### config.mk
export PLATFORM = sky130hd
export DESIGN_NAME = regfile_access_ctrl
export DESIGN_NICKNAME = d
export VERILOG_FILES = /design/src/rtl/cpu_pkg.sv /design/src/rtl/regfile_access_ctrl.sv
export SDC_FILE = /design/constraint.sdc
export NUM_CORES = 1
export LEC_CHECK = 0
export ABC_AREA = 1
export CORE_ASPECT_RATIO = 0.5
export CORE_MARGIN = 5
export CORE_UTILIZATION = 40
export CTS_CLUSTER_SIZE = 20
export DETAILED_ROUTE_END_ITERATION = 16
export PLACE_DENSITY = 0.88
export SYNTH_ARGS = -nofsm -noshare
export SYNTH_HDL_FRONTEND = slang
export SYNTH_SLANG_ARGS = --single-unit
### constraint.sdc
create_clock -name clk -period 1.8 [get_ports clk]
set_input_delay 0.18 -clock clk [delete_from_list [all_inputs] [get_ports clk]]
set_output_delay 0.18 -clock clk [all_outputs]
set_load 0.005 [all_outputs]
### src/rtl/cpu_pkg.sv
// Shared definitions for the register-file access sequencer: op codes,
// register index width and the controller state encoding.
package cpu_pkg;

    localparam int          REG_IDX_W = 5;
    localparam logic [4:0]  REG_ZERO  = 5'd0;

    localparam logic OP_DUMP = 1'b0;
    localparam logic OP_LOAD = 1'b1;

    typedef enum logic [2:0] {
        ST_IDLE,
        ST_RD_WAIT,
        ST_RD_CAP,
        ST_RD_OUT,
        ST_WR,
        ST_DONE
    } rac_state_t;

endpackage

### src/rtl/regfile_access_ctrl.sv
// Debug/test sequencer for the regfile's synchronous port: dumps a window of
// registers onto a valid/ready stream, or loads a stream into consecutive registers.
module regfile_access_ctrl
    import cpu_pkg::*;
#(
    parameter int DATAWIDTH = 32,
    parameter int NREGS     = 32
) (
    input  logic                 clk,
    input  logic                 rst,
    input  logic                 cmd_valid,
    output logic                 cmd_ready,
    input  logic                 cmd_op,
    input  logic [4:0]           cmd_start,
    input  logic [5:0]           cmd_count,
    output logic [4:0]           rf_readReg,
    input  logic [DATAWIDTH-1:0] rf_readData,
    output logic [4:0]           rf_writeReg,
    output logic [DATAWIDTH-1:0] rf_writeData,
    output logic                 rf_write,
    output logic                 out_valid,
    input  logic                 out_ready,
    output logic [DATAWIDTH-1:0] out_data,
    output logic [4:0]           out_idx,
    output logic                 out_last,
    input  logic                 in_valid,
    output logic                 in_ready,
    input  logic [DATAWIDTH-1:0] in_data,
    output logic                 busy,
    output logic                 done
);

    if (NREGS != (1 << REG_IDX_W)) begin : g_bad_nregs
        $error("regfile_access_ctrl: NREGS must equal 2**REG_IDX_W");
    end

    rac_state_t           r_state;
    logic [4:0]           r_idx;
    logic [5:0]           r_rem;
    logic [4:0]           r_rd_reg;
    logic                 r_out_valid;
    logic [DATAWIDTH-1:0] r_out_data;
    logic [4:0]           r_out_idx;
    logic                 r_out_last;

    logic                 w_wr_hs;
    logic                 w_wr_en;

    // x0 is hardwired zero: its load word is consumed without a write
    assign w_wr_hs = (r_state == ST_WR) && in_valid;
    assign w_wr_en = w_wr_hs && (r_idx != REG_ZERO);

    assign rf_write     = w_wr_en;
    assign rf_writeReg  = w_wr_en ? r_idx : '0;
    assign rf_writeData = w_wr_en ? in_data : '0;
    assign rf_readReg   = r_rd_reg;

    assign cmd_ready = (r_state == ST_IDLE);
    assign in_ready  = (r_state == ST_WR);
    assign busy      = (r_state != ST_IDLE);
    assign done      = (r_state == ST_DONE);

    assign out_valid = r_out_valid;
    assign out_data  = r_out_data;
    assign out_idx   = r_out_idx;
    assign out_last  = r_out_last;

    always_ff @(posedge clk or posedge rst) begin
        if (rst) begin
            r_state     <= ST_IDLE;
            r_idx       <= '0;
            r_rem       <= '0;
            r_rd_reg    <= '0;
            r_out_valid <= 1'b0;
            r_out_data  <= '0;
            r_out_idx   <= '0;
            r_out_last  <= 1'b0;
        end else begin
            case (r_state)
                ST_IDLE: begin
                    if (cmd_valid) begin
                        r_idx <= cmd_start;
                        r_rem <= cmd_count;
                        if (cmd_count == 6'd0) begin
                            r_state <= ST_DONE;
                        end else if (cmd_op == OP_DUMP) begin
                            r_rd_reg <= cmd_start;
                            r_state  <= ST_RD_WAIT;
                        end else begin
                            r_state <= ST_WR;
                        end
                    end
                end
                ST_RD_WAIT: r_state <= ST_RD_CAP;
                ST_RD_CAP: begin
                    r_out_data  <= rf_readData;
                    r_out_idx   <= r_idx;
                    r_out_last  <= (r_rem == 6'd1);
                    r_out_valid <= 1'b1;
                    r_state     <= ST_RD_OUT;
                end
                ST_RD_OUT: begin
                    if (out_ready) begin
                        r_out_valid <= 1'b0;
                        r_rem       <= r_rem - 6'd1;
                        if (r_out_last) begin
                            r_state <= ST_DONE;
                        end else begin
                            r_idx    <= r_idx + 5'd1;
                            r_rd_reg <= r_idx + 5'd1;
                            r_state  <= ST_RD_WAIT;
                        end
                    end
                end
                ST_WR: begin
                    if (in_valid) begin
                        r_idx <= r_idx + 5'd1;
                        r_rem <= r_rem - 6'd1;
                        if (r_rem == 6'd1) begin
                            r_state <= ST_DONE;
                        end
                    end
                end
                ST_DONE: r_state <= ST_IDLE;
                default: r_state <= ST_IDLE;
            endcase
        end
    end

endmodule

Word level (Yosys, flattened, before mapping):

Cells that the tools add are included.

* register bits: 58
* input bits: 81

* add/subtract/negate cells: 2
* equal/unequal tests: 13
* mux-type cells: 25
* reductions and logical operators: 14

Operators by type and width (count)
* two-way mux 5 bit: 8
* two-way mux 32 bit: 1
* two-way mux 3 bit: 7
* two-way mux 6 bit: 3
* case mux 6 bit (3 select lines): 1
* case mux 3 bit (5 select lines): 1
* case mux 5 bit (3 select lines): 1
* inequality test 2 bit (second input constant): 6
* case mux 5 bit (2 select lines): 1
* AND reduction 4 bit: 2
* == test 3 x 2 -> 1 bit (second input constant): 2
* == test 3 bit (second input constant): 2
* == test 6 x 1 -> 1 bit (second input constant): 1
* logical NOT 6 bit: 1
* AND reduction 6 bit: 1
* nonzero test 3 bit: 2
* subtractor 6 x 1 -> 6 bit (second input constant): 1
* adder 5 x 1 -> 5 bit (second input constant): 1
* AND reduction 5 bit: 1
* nonzero test 5 bit: 1
* nonzero test 2 bit: 2
* == test 3 x 1 -> 1 bit (second input constant): 1
* logical NOT 3 bit: 1
* logical AND 1 bit: 2
* 4 further kinds: 4

Logic depth before layout (Yosys ltp):

* depth after elaboration: 4
* depth in mapped cells: 9
* gate-level depth less buffers: 9

Least setup slack after synthesis:

OpenSTA, ideal clock, no wires.

* kind: register to output
* start point: register r_state[1]
* end point: output rf_writeData[22]
* data arrival time: 1247 ps
* slack: 373 ps
* cell stages (with the launch flop): 7
* path buffers: 1
* path through: dfrtp_1 -> nor2_2 -> nand2_2 -> inv_2 -> nand3_2 -> buf_2 -> nor2_1

* longest elaborated chain between the ends: 4

Ends and longest elaborated chain
* from (decl): RTL line regfile_access_ctrl.sv:37 `rac_state_t r_state;`
* from (signal assigned): RTL line regfile_access_ctrl.sv:70 `r_state <= ST_IDLE;`
* from (signal assigned): RTL line regfile_access_ctrl.sv:85 `r_state <= ST_DONE;`
* from (signal assigned): RTL line regfile_access_ctrl.sv:88 `r_state <= ST_RD_WAIT;`
* == test 3 bit
* net in_ready: RTL line regfile_access_ctrl.sv:27 `output logic in_ready,`
* logical AND 1 bit: RTL line regfile_access_ctrl.sv:50 `assign w_wr_hs = (r_state == ST_WR) && in_valid;`
* logical AND 1 bit: RTL line regfile_access_ctrl.sv:51 `assign w_wr_en = w_wr_hs && (r_idx != REG_ZERO);`
* two-way mux 32 bit: RTL line regfile_access_ctrl.sv:55 `assign rf_writeData = w_wr_en ? in_data : '0;`
* to (decl): RTL line regfile_access_ctrl.sv:19 `output logic [DATAWIDTH-1:0] rf_writeData,`

The timed path passes the listed nets, and every way through them passes these cells.

Final worst setup path:

* start point: register r_idx[1]
* end point: output rf_writeData[2]

* longest elaborated chain between the ends: 3

Ends and longest elaborated chain
* from (decl): RTL line regfile_access_ctrl.sv:38 `logic [4:0] r_idx;`
* from (signal assigned): RTL line regfile_access_ctrl.sv:82 `r_idx <= cmd_start;`
* from (signal assigned): RTL line regfile_access_ctrl.sv:109 `r_idx <= r_idx + 5'd1;`
* from (signal assigned): RTL line regfile_access_ctrl.sv:117 `r_idx <= r_idx + 5'd1;`
* nonzero test 5 bit: RTL line regfile_access_ctrl.sv:51
* logical AND 1 bit: RTL line regfile_access_ctrl.sv:51
* two-way mux 32 bit: RTL line regfile_access_ctrl.sv:55

No other way between the ends.

==> summary.md <==
| Metric | Value |
|---|---|
| Critical path fanouts, max | `7` |
| Lkg Pwr | `2.92 nW` |
| Flops & latches, synth | `58` |
| Buffer and inverter count on the worst path | `5` |
| Netlist cell types | `27` |
| Global-route usage over all layers | `23.0%` |
| Via count | `3,485` |
| Net Sw Power | `0.00378 W` |
| Final WL | `12.3 mm` |
| Worst EP arrival | `1.93 ns` |
| Mapped Cells | `368` |
| Worst Skew | `0.00925 ns` |
| DP HPWL | `7.56 mm` |
| Area grow syn2layout | `77.8%` |
| Min-Delay Path Class | `input port to async pin` |
| Net Count, Synth | `453` |
| Largest net degree at the start of global routing | `59` |
| H-Tree Level Count | `3` |
| Die W | `136 um` |
| Core box area | `7890 um^2` |
| Fmax | `0.474 GHz` |
| Placed Area | `5130 um^2` |
| Sw Share | `38.0%` |
| Nets | `662` |
| Remaining global-route overflow | `0` |
| PortBufs | `166` |
| Sequential share of power | `24.0%` |
| Clock network fraction of total power | `16.5%` |
| XOR/XNOR Fraction of Synth Area | `0%` |
| Final Cell Area | `5670 um^2` |
| Post-synthesis sequential area ratio | `45.5%` |
| Setup ws final | `-0.310 ns` |
| Initial Util | `40.5%` |
| Mean Syn Cell Area | `8.67 um^2` |
| Worst vdd ir | `0.000806 V` |
| Combinational power share | `59.5%` |
| Number of global-route vias before repair | `3,375` |
| R2R Setup Slk | `0.09 ns` |
| CTS Buf Count | `9` |
| Die Ht | `73.2 um` |
| Status | `finished with violations` |
| Synthesized area | `3190 um^2` |
| Final period util | `117%` |
| Worst r2r src | `r_state[2]` |
| Final hold vios | `0` |
| R2R Path End | `r_idx[1]` |
| Diode count | `0` |
| Vias per cell | `5.03` |
| Pin slew with the least headroom to its limit | `0.338 ns` |
| Worst skew pair latency | `0.33 ns` |
| CP max-delay cell | `dfrtp_1` |
| DR pass1 iterations | `5` |
| Layout cells sized above 1 | `30.8%` |
| Worst path cell trace | `inv_2 > ha_4 > nand4_1 > nand3_4 > buf_16 > buf_8 > buf_6 > nor2_2 > buf_2` |
| Hold Slack | `0.244 ns` |
| Crit path time final | `2.11 ns` |
| Clock-pin slew of the registers on the worst-case setup and hold paths | `0.06 ns` |
| Die ar. | `9970 um^2` |
| Max-cap violation count | `0` |
| Synth Area in Compound Gates | `3.53%` |
| Internal | `0.00615 W` |
| Final setup viols | `37` |
| Num rows | `23` |
| Synth warn | `0` |
| CP endpoint kind | `output pin` |
| Adder-Cell Fraction of Synth Area | `1.57%` |
| Tot Pwr | `0.00993 W` |
| Failing checks | `setup timing` |
| Startpoint Class | `flip-flop` |
| ANT nets after route | `0` |
| Initial antenna violation count | `0` |
| Cell Count, Final, Fillers Out | `693` |
| Root Buffer | `clkbuf_16` |
| Post-synthesis simple-gate area fraction | `25.7%` |
| Clock buffer depth | `2` |
| Proportion of synthesized area in mux cells | `14.5%` |
| Unrepaired setup endpoints after global routing | `yes` |
| Worst path max stage delay | `0.40 ns` |
| Worst Path Required | `1.62 ns` |
| Io pins | `167` |
| Final RePlAce weighted congestion | `0.881` |
| Reg2Reg Depth | `9` |
| Placed cells | `658` |
| Layout fillers | `525` |
| PD cells | `1750 nW/um^2` |
| Max Slew Vio Count | `0` |
| Critical path class | `flip-flop to output pin` |
| Largest family of logic cells by synthesized area | `simple AND/OR/NAND/NOR gates` |
| Clk sinks | `58` |
| DR iter-0 viols | `249` |
| TritonCTS clock tree | `built` |
| Delay-heaviest family, CP | `buffers and inverters` |
| First-pass GRT wire length | `17.6 mm` |
| Routed WL per cell | `17.7 um` |
| Worst relative slew slack | `77.2%` |
| DRC viols | `0` |
[metrics by stage]
stage / util, % / setup slack [ns] / TNS, ns
after global placement: 65.1 / 0.0642 / 0
after global routing: 72.0 / -0.388 / -9.92
after CTS: 70.0 / -0.176 / -2.39
after floorplan: - / 0.192 / 0
final: 72.0 / -0.310 / -7.27
after detailed placement: 65.1 / 0.0207 / 0
[cell type report]
type | instances | area, um^2 | area share, %
repair buffers | 206 | 1940 | 34.2
multi-input cells | 240 | 1620 | 28.6
flip-flops and latches | 58 | 1450 | 25.6
inverters | 62 | 238 | 4.19
clock buffers | 9 | 225 | 3.97
well taps | 112 | 140 | 2.47
clock inverters | 6 | 58.8 | 1.04
[synth_stat cells]
cell	count	share of area [%]
o211ai_1	1	0.24
o21ai_0	14	2.2
a21oi_1	2	0.31
nand2_4	3	1.1
nand3_2	2	0.63
clkbuf_1	1	0.12
inv_2	4	0.47
nor3_1	2	0.31
buf_2	3	0.47
buf_4	1	0.24
inv_1	57	6.7
o21ai_1	5	0.78
nor2_2	3	0.59
mux2_4	27	13
nand3_1	15	2.4
nand2_2	7	1.4
nor2_1	46	5.4
mux2_2	5	1.8
nand4_1	8	1.6
ha_1	4	1.6
dfrtp_1	58	45
nand3b_1	2	0.47
nor2_4	2	0.71
nand2_1	91	11
buf_6	3	1.1
nand3_4	1	0.55
inv_4	1	0.20
[registers in the layout, summed over array words and instances, names as in the netlist]
| name | cells |
|---|---|
| out_data | 32 |
| out_idx | 5 |
| out_valid | 1 |
| r_idx | 5 |
| out_last | 1 |
| r_state | 3 |
| rf_readReg | 5 |
| r_rem | 6 |
[timing repair]
action                     4_1_cts  5_1_grt
pin swaps                        9        8
setup buffers                   15        6
gates cloned                     3        0
gates resized for setup        181       42
hold buffers                     0        0
setup endpoints to repair       41       37
[logic make-up after synthesis]
| kind of cell | after synthesis |
|---|---|
| simple gates | 182 |
| flops | 58 |
| mux | 32 |
| compound gates | 22 |
| fa+ha+maj | 4 |
| buf+inv | 70 |
[worst max-delay path by stage]
| stage | depth (start not counted) | from | slack (ns) | endpoint |
|---|---|---|---|---|
| finish | 9 | r_idx[1] | -0.31 | rf_writeData[2] |
| detailed placement | 7 | r_idx[0] | 0.02 | rf_writeData[30] |
| CTS | 9 | r_idx[0] | -0.18 | rf_writeData[22] |
| global route | 9 | r_idx[0] | -0.39 | rf_writeData[2] |
| global placement | 5 | in_valid | 0.06 | rf_writeReg[1] |
| floorplan | 1 | rst | 0.19 | out_data[0] |
[metal layers]
metal / track usage [%] / up-vias / share of wire [%]
li1: - / 1572 / -
met1: 25.5 / 1615 / 36
met2: 40.1 / 211 / 50
met3: 6.61 / 87 / 7.6
met4: 13.6 / 0 / 7.0
met5: 0 / - / 0
[worst reg2reg max path, stage by stage, from the launching register on]
cell and delay (ns):
dfrtp_1 0.39, buf_4 0.17, inv_4 0.09, nand3_4 0.14, nand2_1 0.11, nand2_1 0.12, nor2_4 0.24, nand2_2 0.13
nand2_1 0.13, nand2_1 0.07
[layout by cell type (no fill, tap or decap), types with 7 or more instances in the layout]
cell,count
nor2_2,11
inv_1,53
clkbuf_16,9
buf_2,33
buf_4,28
nand2_2,8
clkdlybuf4s50_1,125
nand2_1,90
nand3_1,15
mux2_4,27
buf_6,7
inv_2,7
nand4_1,8
nor2_1,20
o21ai_0,14
dfrtp_1,58
nor2_4,20
[power groups by stage]
stage	registers [W]	clock network (W)	logic [W]
2_1_floorplan	0.00242	0	0.00242
3_3_place_gp	0.00232	0	0.00489
3_5_place_dp	0.00236	0	0.00502
4_1_cts	0.00236	0.00166	0.00548
5_1_grt	0.00245	0.00175	0.00631
6_report	0.00238	0.00164	0.00591
Note: power is estimated with default switching activity, not from simulation.
